<file path="src/rtl/led_blink_ctrl.sv">
// ---------------------------------------------------------------------------
// led_blink_ctrl
//
// Command-driven LED sequencer. A requester hands over one command at a time
// (valid/ready handshake) selecting OFF, ON, BLINK (continuous square wave)
// or BURST (a fixed number of high/low pulses followed by a one-cycle done
// pulse). A shared prescaler divides clk down to a tick and every pattern
// duration is counted in ticks, so the LED timing scales with TICK_DIV.
//
// Parameters
//   TICK_DIV  clk cycles per tick, must be >= 2
//   HALF_W    width of the half-period field (ticks)
//   CNT_W     width of the burst pulse-count field
//
// Ports
//   clk        sole clock, everything on the rising edge
//   rst_n      synchronous reset, active low
//   cmd_valid  a command is presented
//   cmd_ready  block will take a command this cycle (low only during BURST)
//   cmd_mode   0=OFF 1=ON 2=BLINK 3=BURST
//   cmd_half   half-period in ticks for BLINK/BURST, 0 behaves as 1
//   cmd_count  number of pulses for BURST
//   led        registered LED drive
//   busy       high while a BURST is running
//   done       one-cycle pulse when a BURST finishes
// ---------------------------------------------------------------------------
module led_blink_ctrl #(
   parameter int TICK_DIV = 100000,
   parameter int HALF_W   = 8,
   parameter int CNT_W    = 8
) (
   input  logic              clk,
   input  logic              rst_n,
   input  logic              cmd_valid,
   output logic              cmd_ready,
   input  logic [1:0]        cmd_mode,
   input  logic [HALF_W-1:0] cmd_half,
   input  logic [CNT_W-1:0]  cmd_count,
   output logic              led,
   output logic              busy,
   output logic              done
);

   localparam int PRE_W = (TICK_DIV > 1) ? $clog2(TICK_DIV) : 1;
   localparam logic [PRE_W-1:0] PRE_LAST = PRE_W'(TICK_DIV - 1);

   typedef enum logic [1:0] {
      S_OFF   = 2'd0,
      S_ON    = 2'd1,
      S_BLINK = 2'd2,
      S_BURST = 2'd3
   } state_t;

   state_t            state;
   logic [PRE_W-1:0]  pre;
   logic [HALF_W-1:0] phase;
   logic [HALF_W-1:0] half_eff;
   logic [CNT_W-1:0]  pulse;
   logic [CNT_W-1:0]  count;

   logic tick;
   logic accept;
   logic phase_last;
   logic pulse_last;

   // Terminal values are compared before incrementing, so none of the
   // counters ever needs to wrap. half_eff is never 0 and pulse_last is only
   // consulted in BURST where count is never 0, so the "-1" cannot underflow.
   assign tick       = (pre == PRE_LAST);
   assign accept     = cmd_valid & cmd_ready;
   assign phase_last = (phase == (half_eff - HALF_W'(1)));
   assign pulse_last = (pulse == (count - CNT_W'(1)));

   // Single sequencer: the prescaler free-runs but restarts on every accepted
   // command so pattern timing is always measured from the accept edge.
   // A BURST pulse is a high half followed by a low half; the pulse counter
   // advances at the end of each low half and the burst ends there once the
   // requested number of pulses has been emitted.
   always_ff @(posedge clk) begin
      if (!rst_n) begin
         state     <= S_OFF;
         led       <= 1'b0;
         busy      <= 1'b0;
         done      <= 1'b0;
         cmd_ready <= 1'b1;
         pre       <= '0;
         phase     <= '0;
         pulse     <= '0;
         half_eff  <= HALF_W'(1);
         count     <= '0;
      end else begin
         done <= 1'b0;
         pre  <= tick ? '0 : pre + PRE_W'(1);

         if (accept) begin
            pre      <= '0;
            phase    <= '0;
            pulse    <= '0;
            half_eff <= (cmd_half == '0) ? HALF_W'(1) : cmd_half;
            count    <= cmd_count;
            case (cmd_mode)
               2'd0: begin
                  state     <= S_OFF;
                  led       <= 1'b0;
                  busy      <= 1'b0;
                  cmd_ready <= 1'b1;
               end
               2'd1: begin
                  state     <= S_ON;
                  led       <= 1'b1;
                  busy      <= 1'b0;
                  cmd_ready <= 1'b1;
               end
               2'd2: begin
                  state     <= S_BLINK;
                  led       <= 1'b1;
                  busy      <= 1'b0;
                  cmd_ready <= 1'b1;
               end
               default: begin
                  // An empty burst completes immediately without any pulse.
                  if (cmd_count == '0) begin
                     state     <= S_OFF;
                     led       <= 1'b0;
                     busy      <= 1'b0;
                     done      <= 1'b1;
                     cmd_ready <= 1'b1;
                  end else begin
                     state     <= S_BURST;
                     led       <= 1'b1;
                     busy      <= 1'b1;
                     cmd_ready <= 1'b0;
                  end
               end
            endcase
         end else if ((state == S_BLINK) || (state == S_BURST)) begin
            if (tick) begin
               if (phase_last) begin
                  phase <= '0;
                  if ((state == S_BURST) && !led) begin
                     if (pulse_last) begin
                        state     <= S_OFF;
                        led       <= 1'b0;
                        busy      <= 1'b0;
                        done      <= 1'b1;
                        cmd_ready <= 1'b1;
                     end else begin
                        pulse <= pulse + CNT_W'(1);
                        led   <= 1'b1;
                     end
                  end else begin
                     led <= ~led;
                  end
               end else begin
                  phase <= phase + HALF_W'(1);
               end
            end
         end
      end
   end

endmodule

</file>
<file path="config.mk">
export PLATFORM = sky130hd
export DESIGN_NAME = led_blink_ctrl
export DESIGN_NICKNAME = d
export VERILOG_FILES = /design/src/rtl/led_blink_ctrl.sv
export SDC_FILE = /design/constraint.sdc
export NUM_CORES = 1
export LEC_CHECK = 0
export BUFFER_PORTS_ARGS = -buffer_cell sky130_fd_sc_hd__buf_2
export CORE_UTILIZATION = 55
export DETAILED_ROUTE_END_ITERATION = 10
export PLACE_DENSITY = 0.84
export SLEW_MARGIN = 30
export SYNTH_ARGS = -nofsm -noshare
export SYNTH_HDL_FRONTEND = slang
export SYNTH_SLANG_ARGS = --single-unit
</file>
<file path="constraint.sdc">
create_clock -name clk -period 3.21 [get_ports clk]
set_input_delay 0 -clock clk [delete_from_list [all_inputs] [get_ports clk]]
set_output_delay 0 -clock clk [all_outputs]
set_load 0.02 [all_outputs]
</file>
==> run_results.csv, run 1 <==
group,metric,value,unit
power_and_ir_drop,total_power,1.37,mW
worst_hold_path,hold_end,"half_eff[0]",
sta,timing.final.max_slew_violations,0,
sta,timing.final.setup_violations,0,
worst_setup_path,r2r_start,"count[0]",
logic_synthesis,synth.most_common_cell,"dfxtp_1",
worst_setup_path,crit_fanout,6,
worst_setup_path,critPathLaunch,"count[0]",
global_route,grt_pass1_wl,11.4,mm
cts,cts_tree,"done",
routing,num_vias,2662,
die,io_pins,25,
logic_synthesis,avgSynthCellArea,8.41,µm²
logic_synthesis,synth-seq-cells,55,
routing,drt-wirelength-per-cell,14.1,µm
finish,multi_input_area,0.00182,mm²
sta,setup_tns,0,ns
placement,gp_congestion,0.801,
worst_setup_path,r2r-end,"state[0]",
worst_setup_path,rr_worst_depth,9,
run_status,status,"finished, final reports clean",
logic_synthesis,postSynth.asyncResetShare,0,%
sta,fin_crit,2.58,ns
sta,fin_crit_sh,80.4,%
routing,drtPass1Iterations,4,
finish,areaGrowthSynthToFinish,14.1,%
logic_synthesis,synth_top_cell_area_share,36.6,%
finish,antenna_cells,0,
logic_synthesis,synth_edf_count,0,
cts,h-tree-depth,2,
logic_synthesis,yosysWarnings,0,
worst_setup_path,cp_data_required_time,3.42,ns
routing,vias_per_cell,5.74,
finish,fillerInstances,423,
flow_run,maxCapViolCount,0,
routing,postRouteAntennaNets,0,
die,core,0.00520,mm²
cts,cts_resized,0,
logic_synthesis,netlist_top_cells_area,"dfxtp_1 37%, xor2_1 7.3%, nand2_1 6.7%",
global_route,antenna_found_initial,0,
cts,post_cts_buffers,0,
logic_synthesis,ys_seq_area_share,36.6,%
logic_synthesis,syn_nets,388,
cts,path_clk_slew,0.10,ns
global_route,grt_start_max_net_pins,25,
die,design.die.area,0.00578,mm²
die,die_x,76,µm
power_and_ir_drop,p_per_area,397,mW/mm²
power_and_ir_drop,p_leak,1.28,nW
logic_synthesis,yosys.area.top_type,"dfxtp_1",
logic_synthesis,ys.flop_type,"dfxtp_1",
global_route,grt_pass1_vias,2589,
die,fp-row-count,26,
cts,cts_max_path_buffers,2,
finish,final_nets,424,
finish,finish.utilization,66.0,%
worst_setup_path,cp.arrival,2.79,ns
sta,hold_violations,0,
finish,final-seq-area,0.00110,mm²
placement,placement.io_buffers,24,
cts,clock-root-buffer,"clkbuf_8",
logic_synthesis,synth_area,0.00301,mm²
cts,cts_sinks,55,
routing,drt_iter0_drc,120,
worst_hold_path,min_from,"rst_n",
sta,finClkSkew,0.00768,ns
worst_setup_path,reg2reg_setup_slack,0.63,ns
worst_setup_path,startpoint_type,"flip-flop",
global_route,overflow,0,
sta,max_freq,388,MHz
placement,dp_hpwl,4.45,mm
cts,cts_hold_buffers,16,
power_and_ir_drop,ir_drop,0.281,mV
logic_synthesis,synth_cells,358,
worst_setup_path,endpoint_kind,"flip-flop",
cts,numCtsBuffers,5,
routing,wl,6.56,mm
worst_setup_path,path_class,"reg -> reg",
finish,layout-drive-gt1-share,10.9,%
sta,relSlewSlack,49.0,%
die,initial_core_util,57.9,%
logic_synthesis,synthTopCellsByCount,"55 x dfxtp_1, 54 x nand2_1, 31 x nor2_1, 25 x xor2_1, 16 x a21boi_0",
sta,rsz0062_at_grt,"false",
sta,worstMarginPinSlew,0.766,ns
worst_hold_path,worstHoldPathCells,2,
routing,drcViolationCount,0,
worst_hold_path,hp-class,"in -> reg",
die,die_y,76,µm
cts,insertion_delay,0.31,ns
logic_synthesis,synth_cell_types,50,
global_route,grt_usage,24.1,%
## critical path: stages (launching register included)
cell,delay (ns)
dfxtp_1,0.45
inv_1,0.07
ha_1,0.28
and2_1,0.21
o21ai_0,0.16
a31oi_1,0.10
or4_4,0.44
nor2_1,0.23
nand4_1,0.23
a31o_2,0.30
## state kept, by name, summed over array words and instances (netlist names)
register / flops
led: 1
cmd_ready: 1
pre: 17
done: 1
busy: 1
count: 8
pulse: 8
state: 2
phase: 8
half_eff: 8
## cell usage in the layout, fill, tap and decap left out, drive strengths merged, types with 2 or more instances in the layout
cell type	count
nor3	4
and4b	2
a21boi	16
and4	3
or3	11
nor4b	2
o211ai	2
ha	9
a21oi	15
a31o	3
nor2	31
and3	5
or2	2
dlygate4sd3	16
o21bai	4
a211oi	2
nor2b	4
buf	25
a31oi	2
and2	6
o21a	2
clkbuf	5
mux2i	2
nand3	12
nor4	8
nand2	54
o21ai	12
xor2	25
xnor2	15
or4	4
inv	8
nand4	15
dfxtp	55
## per-layer routing
layer / up-vias / part of all wire (%) / track usage [%]
li1: 1336 / - / -
met1: 1271 / 46 / 29.6
met2: 45 / 50 / 42.5
met3: 10 / 2.8 / 4.07
met4: 0 / 1.4 / 8.27
met5: - / 0 / 0
## stage by stage
step	instances	cell area [µm²]	hold slack (ns)	worst slack, ns
after global routing	464	3440	0.117	0.334
after CTS	464	3440	0.0799	0.662
final	464	3440	0.0746	0.630
after floorplan	358	3010	0.145	0.909
after detailed placement	441	3170	0.271	0.670
after global placement	441	3170	0.259	0.743
## power breakdown
part	leakage, nW	total, mW	internal, mW	switching, mW
clock	0.0502	0.455	0.228	0.226
sequential	0.447	0.726	0.700	0.0256
combinational	0.786	0.185	0.0835	0.101
total	1.28	1.37	1.01	0.353
## cells by family after synthesis
logic type	after synthesis	share of synthesized area [%]
buffers and inverters	20	2.87
AO/OA/AOI/OAI	64	14.5
flip-flops	55	36.6
adder cells (fa/ha/maj)	9	3.74
XOR/XNOR	40	11.6
multiplexers	2	0.665
AND/OR/NAND/NOR	168	30.1
## layout make-up
class                      count  share of cell area (%)
multi-input combinational    283                    53.1
sequential                    55                    32.0
timing repair buffer          41                    8.37
tap                           70                    2.55
clock buffer                   5                    2.00
clock inverter                 2                    1.09
inverter                       8                   0.874
## how the worst max path moves through the flow
stage | slack (ns) | cells after the start | end
floorplan | 0.91 | 11 | pulse[2]
finish | 0.63 | 9 | state[0]
global placement | 0.74 | 9 | state[1]
CTS | 0.66 | 9 | state[1]
global route | 0.33 | 9 | state[1]
detailed placement | 0.67 | 9 | state[0]
Power figures use the tool's default switching activity.
==> inputs of run 2 (changes only) <==
==> constraint.sdc (replaced) <==
create_clock -name clk -period 2.57 [get_ports clk]
set_input_delay 0 -clock clk [delete_from_list [all_inputs] [get_ports clk]]
set_output_delay 0 -clock clk [all_outputs]
set_load 0.02 [all_outputs]
==> run_results.csv, run 2 (same netlist as run 1, synthesis figures left out) <==
group,metric,value,unit
run_status,status,"finished, final reports clean",
finish,fin_cells,470,
finish,mostFrequentLayoutCells,"54 x nand2_1, 50 x dfxtp_1, 30 x nor2_1, 25 x xor2_1, 24 x buf_2",
cts,clock-root-buffer,"clkbuf_8",
sta,hold_violations,0,
die,core,0.00520,mm²
worst_hold_path,hold_end,"half_eff[0]",
flow_run,maxCapViolCount,0,
finish,finish.utilization,67.3,%
power_and_ir_drop,total_power,1.64,mW
routing,wl,6.74,mm
worst_setup_path,cp.arrival,2.74,ns
global_route,grt_pass1_vias,2526,
cts,cts_tree,"done",
cts,h-tree-depth,2,
finish,largest_reg_flops,17,
global_route,grt_pass1_wl,11.3,mm
sta,timing.final.setup_violations,0,
worst_setup_path,critPathLaunch,"pre[12]",
routing,drt-wirelength-per-cell,14.3,µm
die,die_y,76,µm
cts,cts_max_path_buffers,2,
sta,finClkSkew,0.0122,ns
global_route,antenna_found_initial,0,
placement,dp_slack,0.0996,ns
worst_hold_path,min_from,"rst_n",
cts,cts_sinks,55,
placement,dp_hpwl,4.46,mm
die,fp-row-count,26,
worst_hold_path,worstHoldPathCells,2,
finish,antenna_cells,0,
finish,areaGrowthSynthToFinish,16.4,%
worst_setup_path,cp_data_required_time,2.79,ns
sta,timing.final.max_slew_violations,0,
global_route,grt_start_max_net_pins,25,
routing,drcViolationCount,0,
routing,drt_iter0_drc,123,
global_route,overflow,0,
worst_hold_path,hp-class,"in -> reg",
finish,final_nets,429,
worst_setup_path,r2r_start,"pre[12]",
power_and_ir_drop,p_per_area,469,mW/mm²
routing,postRouteAntennaNets,0,
sta,max_freq,396,MHz
die,initial_core_util,57.9,%
worst_setup_path,startpoint_type,"flip-flop",
worst_setup_path,path_class,"reg -> reg",
sta,fin_crit,2.53,ns
routing,drtPass1Iterations,4,
finish,final_common_cell,"nand2_1",
cts,insertion_delay,0.32,ns
power_and_ir_drop,p_leak,1.30,nW
routing,num_vias,2707,
finish,regMostFlops,"pre",
finish,layout-drive-gt1-share,14.8,%
die,io_pins,25,
placement,placement.io_buffers,24,
die,die_x,76,µm
power_and_ir_drop,ir_drop,0.319,mV
cts,path_clk_slew,0.10,ns
placement,dp_cells,444,
sta,hold_slack,0.0804,ns
sta,fin_crit_sh,98.3,%
global_route,grt_usage,23.8,%
finish,fillerInstances,420,
worst_setup_path,endpoint_kind,"flip-flop",
worst_setup_path,crit_fanout,7,
placement,gp_congestion,0.839,
routing,vias_per_cell,5.76,
cts,numCtsBuffers,5,
sta,relSlewSlack,49.8,%
sta,timing.final.ws_setup,0.0443,ns
worst_setup_path,r2r-end,"state[0]",
die,design.die.area,0.00578,mm²
sta,worstMarginPinSlew,0.753,ns
worst_setup_path,rr_worst_depth,5,
worst_setup_path,reg2reg_setup_slack,0.04,ns
run 2: changes by cell type in the layout (fill, tap and decap cells not counted), moves of 2 or more:
cell	delta
clkinv_4	+2
dfxtp_2	+4
dfxtp_1	-5
buf_4	+4
run 2: layout make-up:
class	instances	area (µm²)	area share, %
tap	70	87.6	2.50
sequential	55	1110	31.7
clock inverter	3	25.0	0.714
multi-input combinational	284	1870	53.2
clock buffer	5	68.8	1.96
inverter	8	30.0	0.857
timing repair buffer	45	318	9.07
run 2: how the worst max path moves through the flow:
stage	depth (start not counted)	slack, ns	endpoint
3_3_place_gp	9	0.24	state[1]
6_report	5	0.04	state[0]
3_5_place_dp	9	0.1	state[0]
5_1_grt	5	-0.05	state[0]
4_1_cts	9	0.08	state[0]
2_1_floorplan	11	0.27	pulse[2]
run 2: critical path, stage by stage, from the launching register on:
cell and delay, ns:
dfxtp_1 0.39, or4b_2 0.70, nor4_1 0.47, nor3b_1 0.31, nand4_1 0.23, a31o_2 0.31
run 2: power breakdown:
| group | internal, mW | total [mW] | switching, mW | leakage [nW] |
|---|---|---|---|---|
| logic | 0.107 | 0.240 | 0.133 | 0.810 |
| registers | 0.875 | 0.907 | 0.0312 | 0.449 |
| clock network | 0.196 | 0.498 | 0.302 | 0.0443 |
| total | 1.18 | 1.64 | 0.466 | 1.30 |
run 2: routing by layer:
| layer | track usage, % | routed length (µm) | up-vias |
|---|---|---|---|
| met5 | 0 | 0 | - |
| met4 | 8.46 | 103 | 0 |
| met3 | 3.95 | 295 | 9 |
| met2 | 41.0 | 3250 | 73 |
| met1 | 30.0 | 3100 | 1275 |
| li1 | - | - | 1350 |
run 2: through the flow:
stage	instance area (µm²)	setup TNS, ns
after floorplan	3010	0
after global routing	3500	-0.153
final	3500	0
after global placement	3190	0
after detailed placement	3190	0
after CTS	3450	0
run 2: timing repair:
| action | in CTS | in global routing |
|---|---|---|
| resized for setup | 0 | 12 |
| setup endpoints to repair | 0 | 9 |
| setup buffers | 0 | 1 |
| hold buffers | 16 | 0 |
| endpoints found under the hold margin | 16 | 0 |
==> inputs of run 3 (changes only) <==
==> constraint.sdc (replaced) <==
create_clock -name clk -period 2.6 [get_ports clk]
set_input_delay 0.52 -clock clk [delete_from_list [all_inputs] [get_ports clk]]
set_output_delay 0.52 -clock clk [all_outputs]
set_load 0.02 [all_outputs]
==> run_results.csv, run 3 (same netlist as run 1, synthesis figures left out) <==
group,metric,value,unit
placement,placed_cell_area,0.00320,mm²
sta,fin_crit_sh,95.2,%
cts,numCtsBuffers,5,
die,design.die.area,0.00578,mm²
sta,rsz0062_at_grt,"true",
global_route,grt_pass1_wl,11.0,mm
routing,vias_per_cell,5.64,
finish,fillerInstances,482,
worst_setup_path,crit_fanout,7,
worst_setup_path,crit_path_cell_trace,"ha_1 > and4_1 > nand4_1 > or3_1 > nor4_4 > o211ai_2 > or3_1 > a21oi_1",
finish,layout-drive-gt1-share,13.8,%
die,fp-row-count,26,
sta,relSlewSlack,68.8,%
cts,cts_max_path_buffers,2,
sta,setup_tns,0,ns
routing,postRouteAntennaNets,0,
die,die_x,76,µm
routing,drcViolationCount,0,
routing,num_vias,2561,
global_route,grtUsageMet3,4.43,%
global_route,grt-busiest-layer,"met2",
cts,path_clk_slew,0.11,ns
global_route,met2_usage,39.5,%
sta,worstMarginPinSlew,0.466,ns
power_and_ir_drop,ir_drop,0.329,mV
placement,dp_hpwl,4.53,mm
routing,wl,6.32,mm
global_route,antenna_found_initial,0,
routing,drt-wirelength-per-cell,13.9,µm
finish,largest_reg_flops,17,
sta,max_freq,404,MHz
cts,cts_tree,"done",
cts,h-tree-depth,2,
cts,clock-root-buffer,"clkbuf_8",
worst_setup_path,crit_buf_inv,0,
finish,final_nets,413,
power_and_ir_drop,p_per_area,482,mW/mm²
sta,hold_violations,0,
finish,antenna_cells,0,
worst_setup_path,crit_family,"simple AND/OR/NAND/NOR gates",
power_and_ir_drop,total_power,1.59,mW
worst_setup_path,cp.arrival,2.71,ns
die,initial_core_util,57.9,%
global_route,grt_start_max_net_pins,25,
cts,cts_hold_buffers,0,
global_route,grt_usage,23.5,%
finish,finish.utilization,63.6,%
placement,dp_cells,445,
routing,drt_iter0_drc,110,
finish,regMostFlops,"pre",
global_route,grt_pass1_vias,2454,
worst_setup_path,startpoint_type,"flip-flop",
sta,hold_slack,0.448,ns
cts,post_cts_buffers,0,
power_and_ir_drop,p_leak,1.23,nW
worst_hold_path,hp-class,"in -> reg",
global_route,grt_use_met1,29.8,%
sta,finClkSkew,0.0131,ns
sta,timing.final.setup_violations,0,
global_route,overflow,0,
worst_setup_path,slowest_stage,"dfxtp_1",
flow_run,maxCapViolCount,0,
worst_setup_path,cp_data_required_time,2.84,ns
sta,fin_crit,2.48,ns
cts,cts_resized,0,
sta,timing.final.max_slew_violations,0,
cts,insertion_delay,0.31,ns
cts,cts_sinks,55,
die,io_pins,25,
finish,final_common_cell,"nand2_1",
run_status,status,"finished, final reports clean",
worst_setup_path,max_stage_delay,0.42,ns
placement,placement.io_buffers,24,
placement,dp_slack,0.157,ns
die,die_y,76,µm
routing,drtPass1Iterations,4,
finish,finish.instance_area,0.00331,mm²
die,core,0.00520,mm²
finish,areaGrowthSynthToFinish,9.89,%
worst_setup_path,endpoint_kind,"flip-flop",
sta,timing.final.ws_setup,0.124,ns
finish,mostFrequentLayoutCells,"54 x nand2_1, 53 x dfxtp_1, 30 x nor2_1, 25 x xor2_1, 24 x buf_2",
worst_setup_path,path_class,"reg -> reg",
finish,fin_cells,454,
placement,gp_congestion,0.836,
worst_setup_path,cp_common_cell,"or3_1",
run 3: cell types whose count changed in the layout (fill, tap and decap cells not counted), moves of 2 or more:
cell and delta:
dfxtp_2 -2, dfxtp_1 +3, clkinv_4 -2, dlygate4sd3_1 -16
run 3: layer usage:
layer | wire length, µm | share of wire (%) | vias to the layer above
met4 | 77 | 1.2 | 0
met2 | 3000 | 47 | 54
met1 | 2980 | 47 | 1187
met3 | 263 | 4.2 | 4
met5 | 0 | 0 | -
li1 | - | - | 1316
run 3: area by class of cell:
cell class | instances | area [µm²] | area share [%]
multi-input cells | 284 | 1840 | 55.7
flip-flops and latches | 55 | 1100 | 33.3
repair buffers | 29 | 158 | 4.76
well taps | 70 | 87.6 | 2.65
clock buffers | 5 | 68.8 | 2.08
inverters | 8 | 30.0 | 0.907
clock inverters | 3 | 20.0 | 0.605
run 3: tightest hold or removal path: stages:
cell and delay (ns):
buf_2 0.10, nand2_1 0.04, a21boi_0 0.06
run 3: final timing paths:
kind,startpoint,end,slack (ns),depth (start not counted)
worst max-delay path,pre[0],pulse[7],0.12,8
worst min register to register,half_eff[7],half_eff[7],0.48,2
worst min-delay path,cmd_count[1],count[1],0.45,3
worst max register to register,pre[0],pulse[7],0.12,8
run 3: where the power goes:
| group | internal (mW) | switching [mW] |
|---|---|---|
| clock network | 0.188 | 0.293 |
| logic | 0.0924 | 0.124 |
| registers | 0.865 | 0.0311 |
